$ cat config.mk
export PLATFORM = sky130hd
export DESIGN_NAME = pattern_gen
export DESIGN_NICKNAME = d
export VERILOG_FILES = /design/src/rtl/pattern_pkg.sv /design/src/rtl/pattern_shreg.sv /design/src/rtl/pattern_gen.sv
export SDC_FILE = /design/constraint.sdc
export NUM_CORES = 1
export LEC_CHECK = 0
export CAP_MARGIN = 25
export CORE_ASPECT_RATIO = 0.8
export CORE_UTILIZATION = 54
export DETAILED_ROUTE_END_ITERATION = 6
export GPL_TIMING_DRIVEN = 0
export PLACE_DENSITY_LB_ADDON = 0.3
export SYNTH_ARGS = -nofsm -noshare
export SYNTH_HDL_FRONTEND = slang
export SYNTH_SLANG_ARGS = --single-unit
$ cat constraint.sdc
create_clock -name clk -period 1.99 [get_ports clk]
set_input_delay 0.2985 -clock clk [delete_from_list [all_inputs] [get_ports clk]]
set_output_delay 0.2985 -clock clk [all_outputs]
set_load 0.05 [all_outputs]
$ cat src/rtl/pattern_pkg.sv
// Shared FSM encodings and a constant clog2 helper for the serial pattern source and its detector-side peers.
// Pure declarations: no logic, no latency, no flow control.
package pattern_pkg;

   localparam logic [1:0] ST_IDLE = 2'd0;
   localparam logic [1:0] ST_SEND = 2'd1;
   localparam logic [1:0] ST_GAP  = 2'd2;

   typedef enum logic [1:0] {
      S_IDLE = ST_IDLE,
      S_SEND = ST_SEND,
      S_GAP  = ST_GAP
   } state_t;

   function automatic int clog2(input int v);
      int r;
      r = 0;
      while ((1 << r) < v) r++;
      return r;
   endfunction

endpackage

$ cat src/rtl/pattern_shreg.sv
// WIDTH-bit parallel-load, left-shift register; the MSB is the serial output.
// Load/shift take effect on the next edge (1 cycle); load has priority and there is no stall path.
module pattern_shreg
   import pattern_pkg::*;
#(
   parameter int WIDTH = 8
) (
   input  logic             clk,
   input  logic             reset,
   input  logic             load,
   input  logic             shift,
   input  logic [WIDTH-1:0] din,
   output logic             msb
);

   logic [WIDTH-1:0] sr_q;
   logic [WIDTH-1:0] sr_d;

   always_comb begin
      sr_d = sr_q;
      if (load) begin
         sr_d = din;
      end else if (shift) begin
         sr_d = {sr_q[WIDTH-2:0], 1'b0};
      end
   end

   always_ff @(posedge clk or posedge reset) begin
      if (reset) begin
         sr_q <= '0;
      end else begin
         sr_q <= sr_d;
      end
   end

   assign msb = sr_q[WIDTH-1];

endmodule

$ cat src/rtl/pattern_gen.sv
// Serial pattern transmitter: sends a captured pattern MSB-first, repeated with idle gaps, then pulses done.
// First bit is valid one edge after start is accepted; start while busy is dropped, never queued.
module pattern_gen
   import pattern_pkg::*;
#(
   parameter int WIDTH = 8,
   parameter int CNTW  = 4,
   parameter int GAP   = 1
) (
   input  logic             clk,
   input  logic             reset,
   input  logic             start,
   input  logic [WIDTH-1:0] pattern,
   input  logic [CNTW-1:0]  repeat_n,
   output logic             out,
   output logic             out_valid,
   output logic             busy,
   output logic             done
);

   localparam int BW = clog2(WIDTH);
   localparam int GW = (clog2(GAP + 1) > 0) ? clog2(GAP + 1) : 1;
   localparam logic [BW-1:0]   BIT_LAST = BW'(WIDTH - 1);
   localparam logic [GW-1:0]   GAP_LAST = GW'((GAP > 0) ? GAP - 1 : 0);
   localparam logic [CNTW-1:0] REP_ONE  = CNTW'(1);

   state_t           state_q, state_d;
   logic [WIDTH-1:0] cap_q, cap_d;
   logic [CNTW-1:0]  rep_q, rep_d;
   logic [BW-1:0]    bit_q, bit_d;
   logic [GW-1:0]    gap_q, gap_d;
   logic             out_valid_q, out_valid_d;
   logic             busy_q, busy_d;
   logic             done_q, done_d;

   logic             sr_load;
   logic             sr_shift;
   logic [WIDTH-1:0] sr_din;
   logic             sr_msb;

   always_comb begin
      state_d     = state_q;
      cap_d       = cap_q;
      rep_d       = rep_q;
      bit_d       = bit_q;
      gap_d       = gap_q;
      out_valid_d = out_valid_q;
      busy_d      = busy_q;
      done_d      = 1'b0;
      sr_load     = 1'b0;
      sr_shift    = 1'b0;
      sr_din      = '0;

      case (state_q)
         S_IDLE: begin
            if (start) begin
               cap_d       = pattern;
               rep_d       = (repeat_n == '0) ? REP_ONE : repeat_n;
               sr_load     = 1'b1;
               sr_din      = pattern;
               bit_d       = BIT_LAST;
               out_valid_d = 1'b1;
               busy_d      = 1'b1;
               state_d     = S_SEND;
            end
         end
         S_SEND: begin
            if (bit_q != '0) begin
               sr_shift = 1'b1;
               bit_d    = bit_q - 1'b1;
            end else if (rep_q > REP_ONE) begin
               // Counter stops at 1 so the final repetition is recognised without wrapping.
               rep_d = rep_q - 1'b1;
               if (GAP > 0) begin
                  sr_load     = 1'b1;
                  out_valid_d = 1'b0;
                  gap_d       = GAP_LAST;
                  state_d     = S_GAP;
               end else begin
                  sr_load = 1'b1;
                  sr_din  = cap_q;
                  bit_d   = BIT_LAST;
               end
            end else begin
               // Loading zeros forces the serial line low while idle.
               sr_load     = 1'b1;
               out_valid_d = 1'b0;
               busy_d      = 1'b0;
               done_d      = 1'b1;
               state_d     = S_IDLE;
            end
         end
         S_GAP: begin
            if (gap_q == '0) begin
               sr_load     = 1'b1;
               sr_din      = cap_q;
               bit_d       = BIT_LAST;
               out_valid_d = 1'b1;
               state_d     = S_SEND;
            end else begin
               gap_d = gap_q - 1'b1;
            end
         end
         default: begin
            state_d = S_IDLE;
         end
      endcase
   end

   always_ff @(posedge clk or posedge reset) begin
      if (reset) begin
         state_q     <= S_IDLE;
         cap_q       <= '0;
         rep_q       <= '0;
         bit_q       <= '0;
         gap_q       <= '0;
         out_valid_q <= 1'b0;
         busy_q      <= 1'b0;
         done_q      <= 1'b0;
      end else begin
         state_q     <= state_d;
         cap_q       <= cap_d;
         rep_q       <= rep_d;
         bit_q       <= bit_d;
         gap_q       <= gap_d;
         out_valid_q <= out_valid_d;
         busy_q      <= busy_d;
         done_q      <= done_d;
      end
   end

   pattern_shreg #(
      .WIDTH(WIDTH)
   ) u_shreg (
      .clk  (clk),
      .reset(reset),
      .load (sr_load),
      .shift(sr_shift),
      .din  (sr_din),
      .msb  (sr_msb)
   );

   assign out       = sr_msb;
   assign out_valid = out_valid_q;
   assign busy      = busy_q;
   assign done      = done_q;

endmodule
Word level (Yosys, flattened, before mapping)
Cells that the tools add are included.
- bits in registers: 29
- input port bits: 15
- logic and storage cells: 74
- add/subtract/negate cells: 3
- order comparisons: 1
- equality and inequality tests: 8
- multiplexer cells: 39
- reduce and logical (&&, ||, !) cells: 14
- operator list (kind ; number):
    $mux 8 ; 4
    $mux 1 ; 16
    $mux 4 ; 4
    $pmux 8 s2 ; 1
    $reduce_and 4->1 ; 4
    $ne 2x2->1 const B ; 6
    $mux 3 ; 3
    $pmux 3 s3 ; 1
    $mux 2 ; 4
    $pmux 4 s2 ; 1
    $pmux 1 s3 ; 2
    $pmux 2 s3 ; 1
    $reduce_and 3->1 ; 2
    $reduce_bool 2->1 ; 3
    $reduce_bool 3->1 ; 2
    $gt 4x1->1 const B ; 1
    $logic_not 4->1 ; 1
    $pmux 1 s2 ; 2
    $sub 4x1->4 const B ; 1
    $sub 3x1->3 const B ; 1
    $eq 2x1->1 const B ; 1
    $eq 2x2->1 const B ; 1
    $logic_not 2->1 ; 1
    $reduce_and 2->1 ; 1
    $sub 1x1->1 const B ; 1

Longest topological paths before layout
Gate-level depths: netlist of the first run.
- depth in word-level cells: 5
- mapped depth: 6

Cells and area by module
Synthesis of the first run repeated with hierarchy kept, for this count alone.
- cells, all modules: 151
- area total of the unflattened synthesis: 1485.2 µm²
- by module, submodules not included (module ; times used ; cells each ; area an instance (µm²) ; sequential area each (µm²)):
    pattern_gen ; 1 ; 116 ; 1112.3 ; 500.5
    pattern_shreg ; 1 ; 35 ; 372.9 ; 200.2

Least setup slack after synthesis of the first run
Ideal clock, no wire load.
- path type: register to register
- from: register bit_q[0]
- to: register rep_q[0]
- setup time: 0.125 ns
- arrival: 1.432 ns
- required time: 1.865 ns
- path slack: 0.433 ns
- cell stages (with the launch flop): 7
- path buffers: 0
- cell sequence: dfrtp_1 inv_1 ha_1 and4bb_2 o31a_4 nor2_4 mux2_4
- longest elaborated chain between the ends: 3
- ends and longest elaborated chain (what ; RTL line ; source):
    from (decl) ; pattern_gen.sv:30 ; logic [BW-1:0] bit_q, bit_d;
    from (signal assigned) ; pattern_gen.sv:124 ; bit_q <= bit_d;
    $reduce_bool 3->1 ; pattern_gen.sv:68 ; if (bit_q != '0) begin
    $ne 2x2->1 (no source line) ; n/a ;
    $reduce_and 4->1 (no source line) ; n/a ;
    to (signal assigned) ; pattern_gen.sv:123 ; rep_q <= rep_d;
    to (decl) ; pattern_gen.sv:29 ; logic [CNTW-1:0] rep_q, rep_d;
No other way between the ends.
A chain may end at the register's enable or synchronous reset.

Final worst setup path of the first run
- from: register u_shreg.sr_q[7]
- to: output port out
- RTL lines (what ; RTL line ; source):
    from (decl) ; pattern_shreg.sv:16 ; logic [WIDTH-1:0] sr_q;
    from (signal assigned) ; pattern_shreg.sv:32 ; sr_q <= sr_d;
    to (decl) ; pattern_gen.sv:15 ; output logic out,
No word-level cell between the ends.

==> flow_summary.yaml, run 1 <==
worst_setup_path:
  end_kind: "output port"
  slowest_stage: "clkdlybuf4s50_1"
  start_kind: "flip-flop"
  path_class: "reg2out"
  path_delay_family: "buffers and inverters"
  cpPeakStageDelay_ps: 800
  path_cells: "clkdlybuf4s50_1"
  crit_arrival_ps: 1500
  crit_fanout: 2
  required_ps: 1690
  cp_num_buf_inv: 1
die:
  coreArea_um2: 2500
  boundaryPins: 19
  die-area_um2: 2890
  start_util_pct: 57.8
  die_width_um: 59.9
  num_rows: 16
  fp.dieH_um: 48.3
yosys:
  synth-edff-count: 0
  synth_top_area_cell: "dfrtp_1"
  syn-cell-area_um2: 1450
  synth_cells: 133
  ys_types: 35
  seq_area_frac_synth_pct: 48.4
  synth_warnings: 0
  netlist.area_leader.share_pct: 48.4
  synth.ff_latch_count: 28
  ys_async_sr_fraction_pct: 100
  ys.flop_type: "dfrtp_1"
  synth.area.top_cells: "dfrtp_1, mux2_2, a22oi_1, ha_1, inv_1"
  syn_area_per_cell_um2: 10.9
  syn_nets: 152
cells_and_area:
  area_growth_syn_to_layout_pct: 20.0
  utilization_pct: 69.4
  instances_no_fill: 192
  layout_common_cells: "dfrtp_1, clkdlybuf4s50_1, inv_1"
  stdcell_area_um2: 1740
  layout_commonest_cell: "dfrtp_1"
  drive_gt1_share_pct: 17.9
  diodes: 0
  num-fill-cells: 205
  final_nets: 176
power_and_ir_drop:
  leakage_nw: 0.773
  peakVddDrop_mv: 0.741
  p_per_area_nw_per_um2: 1460
route:
  routedWlPerCell_um: 14.4
  drtAntennaViolNets: 0
  drc: 0
  drtIter0Drc: 55
  routed-via-count: 1094
  firstDrtPassIters: 4
  vias_per_cell: 5.70
  finalWirelength_mm: 2.76
cts:
  post-cts-setup-buffers: 0
  cts_tree: "built"
  clk_pin_slew_ps: 150
  clk_latency_ps: 330
  hold_buffers: 0
  clock-sinks: 28
  htreeDepth: 1
  cts.path.max_buffers: 2
  ctsRootBufferMaster: "clkbuf_4"
  post_cts_resized: 0
  numCtsBuffers: 3
place:
  dp.final_hpwl_mm: 2.10
  place_area_um2: 1700
  place_congestion: 0.829
  io_buffers: 18
  dp_cells: 188
timing:
  period_needed_ps: 1800
  relSlewSlack_pct: 66.8
  fin_skew_ps: 3.30
  fin_crit_sh_pct: 90.4
  max_freq_mhz: 556
  hold_viol: 0
  finalSetupViolations: 0
  maxSlewViolCount: 0
  rsz0062_at_grt: "no"
  worstMarginPinSlew_ps: 496
outcome:
  outcome: "finished, final reports clean"
grt:
  grt_start_max_net_pins: 22
  grt-ovfl-total: 0
  antenna_found_initial: 0
  grt_pass1_vias: 1007
  gr-usage-all-layers_pct: 20.9
  grt_pass1_wl_mm: 4.57
run:
  drv_cap: 0
hold_path:
  hp-class: "in2async"
sequential cells by signal, indices dropped and copies added, names as in the netlist:
register      count
cap_q             8
u_shreg.sr_q      8
done              1
rep_q             4
out_valid         1
busy              1
state_q           2
bit_q             3
synth_stat cells, drive strengths merged, types with 2 or more instances:
| cell type | instances |
|---|---|
| a21oi | 7 |
| a22oi | 7 |
| a2bb2oi | 2 |
| a31oi | 3 |
| and3 | 4 |
| buf | 4 |
| clkbuf | 2 |
| dfrtp | 28 |
| ha | 4 |
| inv | 11 |
| mux2 | 11 |
| mux2i | 2 |
| nand2 | 3 |
| nand2b | 2 |
| nor2 | 11 |
| nor2b | 3 |
| nor3 | 6 |
| o21ai | 9 |
| o22ai | 4 |
| o31a | 2 |
per-layer routing:
layer | vias to the layer above | GRT usage [%] | wire length, µm
li1 | 531 | - | -
met5 | - | 0 | 0
met2 | 22 | 31.1 | 1300
met4 | 0 | 3.10 | 12
met1 | 539 | 30.2 | 1350
met3 | 2 | 6.68 | 106
cell type report:
type                            instances  area (µm²)  share of cell area [%]
Buffer                                  6        38.8                    2.23
Clock buffer                            4        36.3                    2.09
Inverter                               11        41.3                    2.38
Multi-Input combinational cell         88         667                    38.4
Sequential cell                        28         701                    40.3
Tap cell                               36        45.0                    2.59
Timing Repair Buffer                   19         208                    12.0
kinds of logic after synthesis:
group / after synthesis / share of synthesized area [%]
AO/OA/AOI/OAI: 37 / 18.0
multiplexers: 13 / 10.5
AND/OR/NAND/NOR: 34 / 14.2
adder cells (fa/ha/maj): 4 / 3.46
flip-flops: 28 / 48.4
buffers and inverters: 17 / 5.53
power by group:
part | internal (mW) | total, mW | switching (mW)
Sequential | 0.820 | 0.991 | 0.171
Combinational | 0.595 | 1.26 | 0.666
Clock | 0.112 | 0.278 | 0.166
path summary, 6_finish.rpt:
path                                              from                     endpoint  slack, ps  depth (start not counted)
setup / recovery           u_shreg.sr_q[7]$_DFFE_PP0P_                          out        190                          1
hold / removal                                   reset         rep_q[1]$_DFFE_PP0P_        240                          2
setup reg to reg                  bit_q[0]$_DFFE_PP0P_         rep_q[0]$_DFFE_PP0P_        310                          6
hold reg to reg                  out_valid$_DFFE_PP0P_        out_valid$_DFFE_PP0P_        510                          2
max in group asynchronous                        reset  u_shreg.sr_q[2]$_DFFE_PP0P_       1330                          3
min in group clk                 out_valid$_DFFE_PP0P_        out_valid$_DFFE_PP0P_        510                          2
through the flow:
| step | worst slack, ps | power [mW] | setup TNS [ps] | hold WS [ps] |
|---|---|---|---|---|
| 4_1_cts | 179 | 2.54 | 0 | 244 |
| 3_5_place_dp | -66.6 | 2.27 | -506 | 477 |
| 3_3_place_gp | -47.1 | 2.20 | -354 | 463 |
| 5_1_grt | 114 | 2.71 | 0 | 254 |
| 2_1_floorplan | 433 | 1.96 | 0 | 364 |
| 6_report | 192 | 2.53 | 0 | 237 |
Note: power is estimated with default switching activity, not from simulation.
==> run 2, diff against run 1 <==
- CORE_MARGIN: default -> 5
- CORE_UTILIZATION: 54 -> 61
- DONT_BUFFER_PORTS: default -> 1
==> run 2 against run 1 <==
Effect of this change: clock-buffer cell count unchanged; cell count is 15% lower; sequential power rose by 10%; non-clock buffer count is 17 lower; die area is 19% higher; fmax up 3.0%; largest power group unchanged.
==> flow_summary.yaml, run 2 (synthesis gave the netlist of run 1 again) <==
worst_setup_path:
  slowest_stage: "dfrtp_1"
  path_class: "reg2reg"
  cpPeakStageDelay_ps: 420
  required_ps: 2200
  end_kind: "flip-flop"
  crit_fanout: 3
  start_kind: "flip-flop"
  crit_arrival_ps: 1960
  path_cells: "inv_1 > ha_1 > nor2b_1 > nand2_1 > nor4_2 > o22ai_1"
die:
  num_rows: 15
  coreArea_um2: 2210
  die-area_um2: 3450
  start_util_pct: 65.4
  fp.dieH_um: 53.6
  die_width_um: 64.5
  boundaryPins: 19
place:
  dp.final_hpwl_mm: 2.04
  place_congestion: 0.752
  io_buffers: 0
  place_area_um2: 1480
run:
  drv_cap: 0
timing:
  setup-tns-final_ps: 0
  maxSlewViolCount: 0
  worstMarginPinSlew_ps: 480
  relSlewSlack_pct: 68.0
  whs_ps: 108
  rsz0062_at_grt: "no"
  max_freq_mhz: 573
  fin_skew_ps: 3.21
  finalSetupViolations: 0
  hold_viol: 0
  period_needed_ps: 1750
  fin_crit_sh_pct: 87.7
route:
  drc: 0
  firstDrtPassIters: 4
  vias_per_cell: 6.48
  drtAntennaViolNets: 0
  routedWlPerCell_um: 17.3
  routed-via-count: 1062
  finalWirelength_mm: 2.84
  drtIter0Drc: 76
cells_and_area:
  drive_gt1_share_pct: 20.1
  top_regs: "cap_q x8, u_shreg.sr_q x8, rep_q x4"
  utilization_pct: 70.1
  stdcell_area_um2: 1550
  layout_common_cells: "dfrtp_1, inv_1, nor2_1, mux2_2, o21ai_0"
  num-fill-cells: 158
  layout_commonest_cell: "dfrtp_1"
  final_nets: 159
  multi_input_area_um2: 667
  area_growth_syn_to_layout_pct: 7.26
  diodes: 0
  regArea_um2: 701
grt:
  grt_pass1_vias: 1066
  antenna_found_initial: 0
  grtUsageMet3_pct: 7.10
  grtUsageMet1_pct: 24.1
  busiest_layer: "met2"
  grt-ovfl-total: 0
  grt_pass1_wl_mm: 4.95
  grt_util_met2_pct: 30.0
  grt_start_max_net_pins: 29
  gr-usage-all-layers_pct: 18.7
cts:
  cts.path.max_buffers: 2
  ctsRootBufferMaster: "clkbuf_4"
  cts_tree: "built"
  numCtsBuffers: 3
  clk_latency_ps: 330
  clk_pin_slew_ps: 140
  post-cts-setup-buffers: 0
  htreeDepth: 1
  clock-sinks: 28
hold_path:
  hp-class: "in2reg"
power_and_ir_drop:
  leakage_nw: 0.707
  p_per_area_nw_per_um2: 1590
  peakVddDrop_mv: 0.773
outcome:
  outcome: "finished, final reports clean"
run 2: changes by cell type in the layout (fill, tap and decap cells not counted), sizes merged:
| cell | change |
|---|---|
| dlygate4sd3 | +1 |
| clkdlybuf4s50 | -18 |
run 2: report_power, final:
group / switching, mW / internal (mW) / leakage, nW / total [mW]
Clock: 0.160 / 0.112 / 0.0210 / 0.272
Sequential: 0.270 / 0.819 / 0.337 / 1.09
Combinational: 0.576 / 0.534 / 0.350 / 1.11
run 2: area by class of cell:
type	instances	area share [%]
Timing Repair Buffer	2	2.42
Inverter	11	2.66
Sequential cell	28	45.1
Tap cell	25	2.01
Multi-Input combinational cell	88	42.9
Buffer	6	2.50
Clock buffer	4	2.34
run 2: layer usage:
metal | vias to the layer above | wire, µm
met5 | - | 0
met4 | 0 | 19
met3 | 4 | 208
met2 | 39 | 1320
met1 | 526 | 1290
li1 | 493 | -
run 2: critical path: cells and delay by family, from the launching register on:
kind | cells | cell delay (ps)
AOI/OAI and AO/OA | 1 | 140
adders and majority gates | 1 | 200
buffers and inverters | 1 | 120
DFF | 1 | 420
and+or+nand+nor | 3 | 750
run 2: metrics by stage:
stage / std cells / setup slack, ps / power, mW
after global placement: 158 / 359 / 2.13
after detailed placement: 158 / 300 / 2.19
after global routing: 164 / 92.6 / 2.68
after CTS: 162 / 275 / 2.47
after floorplan: 133 / 433 / 1.96
final: 164 / 244 / 2.47
run 2: path summary, 6_finish.rpt:
path                                        end  slack [ps]            startpoint  depth (start not counted)
min in group asynchronous        done$_DFF_PP0_         330                 reset                          2
max                            busy$_DFFE_PP0P_         240  bit_q[0]$_DFFE_PP0P_                          6
max in group asynchronous  cap_q[0]$_DFFE_PP0P_        1270                 reset                          3
min reg2reg                cap_q[0]$_DFFE_PP0P_         530  cap_q[0]$_DFFE_PP0P_                          1
min                        cap_q[7]$_DFFE_PP0P_         110            pattern[7]                          1
max reg2reg                    busy$_DFFE_PP0P_         240  bit_q[0]$_DFFE_PP0P_                          6
run 2: what timing repair did:
item                                   CTS  global route
hold buffers                             0             1
endpoints found under the hold margin    0             4
gates resized for setup                  0             0
==> run 3, diff against run 2 <==
- HOLD_SLACK_MARGIN: default -> 0.15
- SKIP_CTS_REPAIR_TIMING: default -> 1
- SYNTH_HIERARCHICAL: default -> 1
==> run 3 against run 2 <==
Effect of this change: combinational power down 16%; clock skew down 0.60 ps; sequential power about the same; clock power down 2%; cell count up 16%; cell area up 6.0%; synthesized area up 2.6%; routed wire length up 3.1%; synthesized cell count up 14%; first-iteration DRC count down 47%; sequential share of layout area down 2.5 points; setup slack worse by 14 ps; critical path type unchanged; critical endpoint is now u_shreg/sr_q[5]$_DFFE_PP0P_.
==> flow_summary.yaml, run 3 <==
timing:
  rsz0062_at_grt: "no"
  maxSlewViolCount: 0
  finalSetupViolations: 0
  whs_ps: 146
  worstMarginPinSlew_ps: 750
  max_freq_mhz: 568
  fin_crit_sh_pct: 88.4
  period_needed_ps: 1760
  setup-tns-final_ps: 0
  setup_ws_ps: 230
  relSlewSlack_pct: 50.0
  fin_skew_ps: 2.61
  hold_viol: 0
route:
  routed-via-count: 1095
  drc: 0
  routedWlPerCell_um: 15.3
  drtIter0Drc: 40
  finalWirelength_mm: 2.93
  drtAntennaViolNets: 0
  firstDrtPassIters: 4
  vias_per_cell: 5.73
worst_setup_path:
  crit_arrival_ps: 1980
  crit_path_end: "u_shreg/sr_q[5]$_DFFE_PP0P_"
  critPathLaunch: "bit_q[0]$_DFFE_PP0P_"
  reg2reg_to: "u_shreg/sr_q[5]$_DFFE_PP0P_"
  rr_worst_depth: 7
  slowest_stage: "dfrtp_1"
  cp_num_buf_inv: 2
  path_class: "reg2reg"
  path_depth: 7
  end_kind: "flip-flop"
  path_cells: "inv_1 > ha_1 > nor2b_1 > nor2_1 > buf_6 > mux2i_1 > o21ai_1"
  path_delay_family: "simple AND/OR/NAND/NOR gates"
  worstReg2RegStart: "bit_q[0]$_DFFE_PP0P_"
  required_ps: 2210
  r2r_slack_ps: 230
  crit_fanout: 8
  cpPeakStageDelay_ps: 400
  start_kind: "flip-flop"
yosys:
  ys.flop_type: "dfrtp_1"
  ys_types: 35
  synth-edff-count: 0
  syn_nets: 170
  synth_cells: 151
  seq_area_frac_synth_pct: 47.2
  syn_area_per_cell_um2: 9.84
  synth_warnings: 6
  ys_async_sr_fraction_pct: 100
  synth_commonest_cells: "dfrtp_1, nor2_1, nand2_1"
  netlist.area_leader.share_pct: 47.2
  synth_top_area_cell: "dfrtp_1"
  syn-cell-area_um2: 1490
  yosysMostFrequentCell: "dfrtp_1"
  synth.ff_latch_count: 28
  synth.area.top_cells: "dfrtp_1, mux2_1, nor2_1, mux2i_1, o21ai_1"
cells_and_area:
  final_nets: 184
  regArea_um2: 701
  layout_commonest_cell: "dfrtp_1"
  area_growth_syn_to_layout_pct: 10.8
  drive_gt1_share_pct: 9.76
  top_regs: "cap_q x8, u_shreg/sr_q x8, rep_q x4"
  diodes: 0
  stdcell_area_um2: 1650
  layout_common_cells: "dfrtp_1, nor2_1, nand2_1"
  multi_input_area_um2: 702
  num-fill-cells: 177
die:
  boundaryPins: 19
  coreArea_um2: 2380
  fp.dieH_um: 54.1
  start_util_pct: 62.3
  num_rows: 16
  die_width_um: 65.2
  die-area_um2: 3530
cts:
  htreeDepth: 1
  numCtsBuffers: 3
  cts_tree: "built"
  clk_latency_ps: 320
  clk_pin_slew_ps: 140
  clock-sinks: 28
  cts.path.max_buffers: 2
  ctsRootBufferMaster: "clkbuf_4"
power_and_ir_drop:
  leakage_nw: 0.767
  design_power_total_mw: 2.26
  p_per_area_nw_per_um2: 1370
  peakVddDrop_mv: 0.804
grt:
  grt_start_max_net_pins: 21
  grt-ovfl-total: 0
  grt_pass1_vias: 1035
  gr-usage-all-layers_pct: 16.6
  grt_pass1_wl_mm: 4.51
  antenna_found_initial: 0
place:
  place_congestion: 0.843
  place_area_um2: 1520
  io_buffers: 0
  dp.final_hpwl_mm: 2.03
  post-place-ws_ps: 274
outcome:
  outcome: "finished, final reports clean"
run:
  drv_cap: 0
hold_path:
  hp-class: "in2reg"
## run 3: layout make-up
cell class	instances	area share, %
flip-flops and latches	28	42.6
inverters	8	1.83
multi-input cells	107	42.7
repair buffers	9	5.48
plain buffers	8	3.19
clock buffers	4	2.21
well taps	27	2.05
## run 3: worst min path at each step
| stage | from | end | slack [ps] | depth (start not counted) |
|---|---|---|---|---|
| after detailed placement | reset | u_shreg/sr_q[5]$_DFFE_PP0P_ | 150 | 1 |
| after global placement | reset | u_shreg/sr_q[3]$_DFFE_PP0P_ | 140 | 1 |
| final | repeat_n[2] | rep_q[2]$_DFFE_PP0P_ | 150 | 2 |
| after floorplan | reset | u_shreg/sr_q[0]$_DFFE_PP0P_ | 110 | 1 |
| after CTS | reset | u_shreg/sr_q[5]$_DFFE_PP0P_ | -220 | 1 |
| after global routing | repeat_n[2] | rep_q[2]$_DFFE_PP0P_ | 190 | 2 |
## run 3: per-layer routing
metal	track usage, %	share of wire [%]
met1	23.8	49
met2	25.5	46
met3	4.59	4.7
met4	3.10	0.48
met5	0	0
## run 3: cells by family (layout without fill, tap and decap cells)
group	count (synthesis)	in the layout	synth area share, %
multiplexers	15	15	10.8
adder cells (fa/ha/maj)	4	4	3.37
AND/OR/NAND/NOR	52	52	16.9
flip-flops	28	28	47.2
buffers and inverters	16	29	5.56
AO/OA/AOI/OAI	36	36	16.2
## run 3: per-stage QoR
stage / util, % / std cells
2_1_floorplan: - / 151
3_3_place_gp: 63.8 / 178
3_5_place_dp: 63.8 / 178
4_1_cts: 65.3 / 182
5_1_grt: 69.1 / 191
6_report: 69.1 / 191
## run 3: power by group
part | internal [mW] | leakage, nW | switching, mW
Clock | 0.112 | 0.0210 | 0.155
Sequential | 0.801 | 0.346 | 0.258
Combinational | 0.425 | 0.400 | 0.508
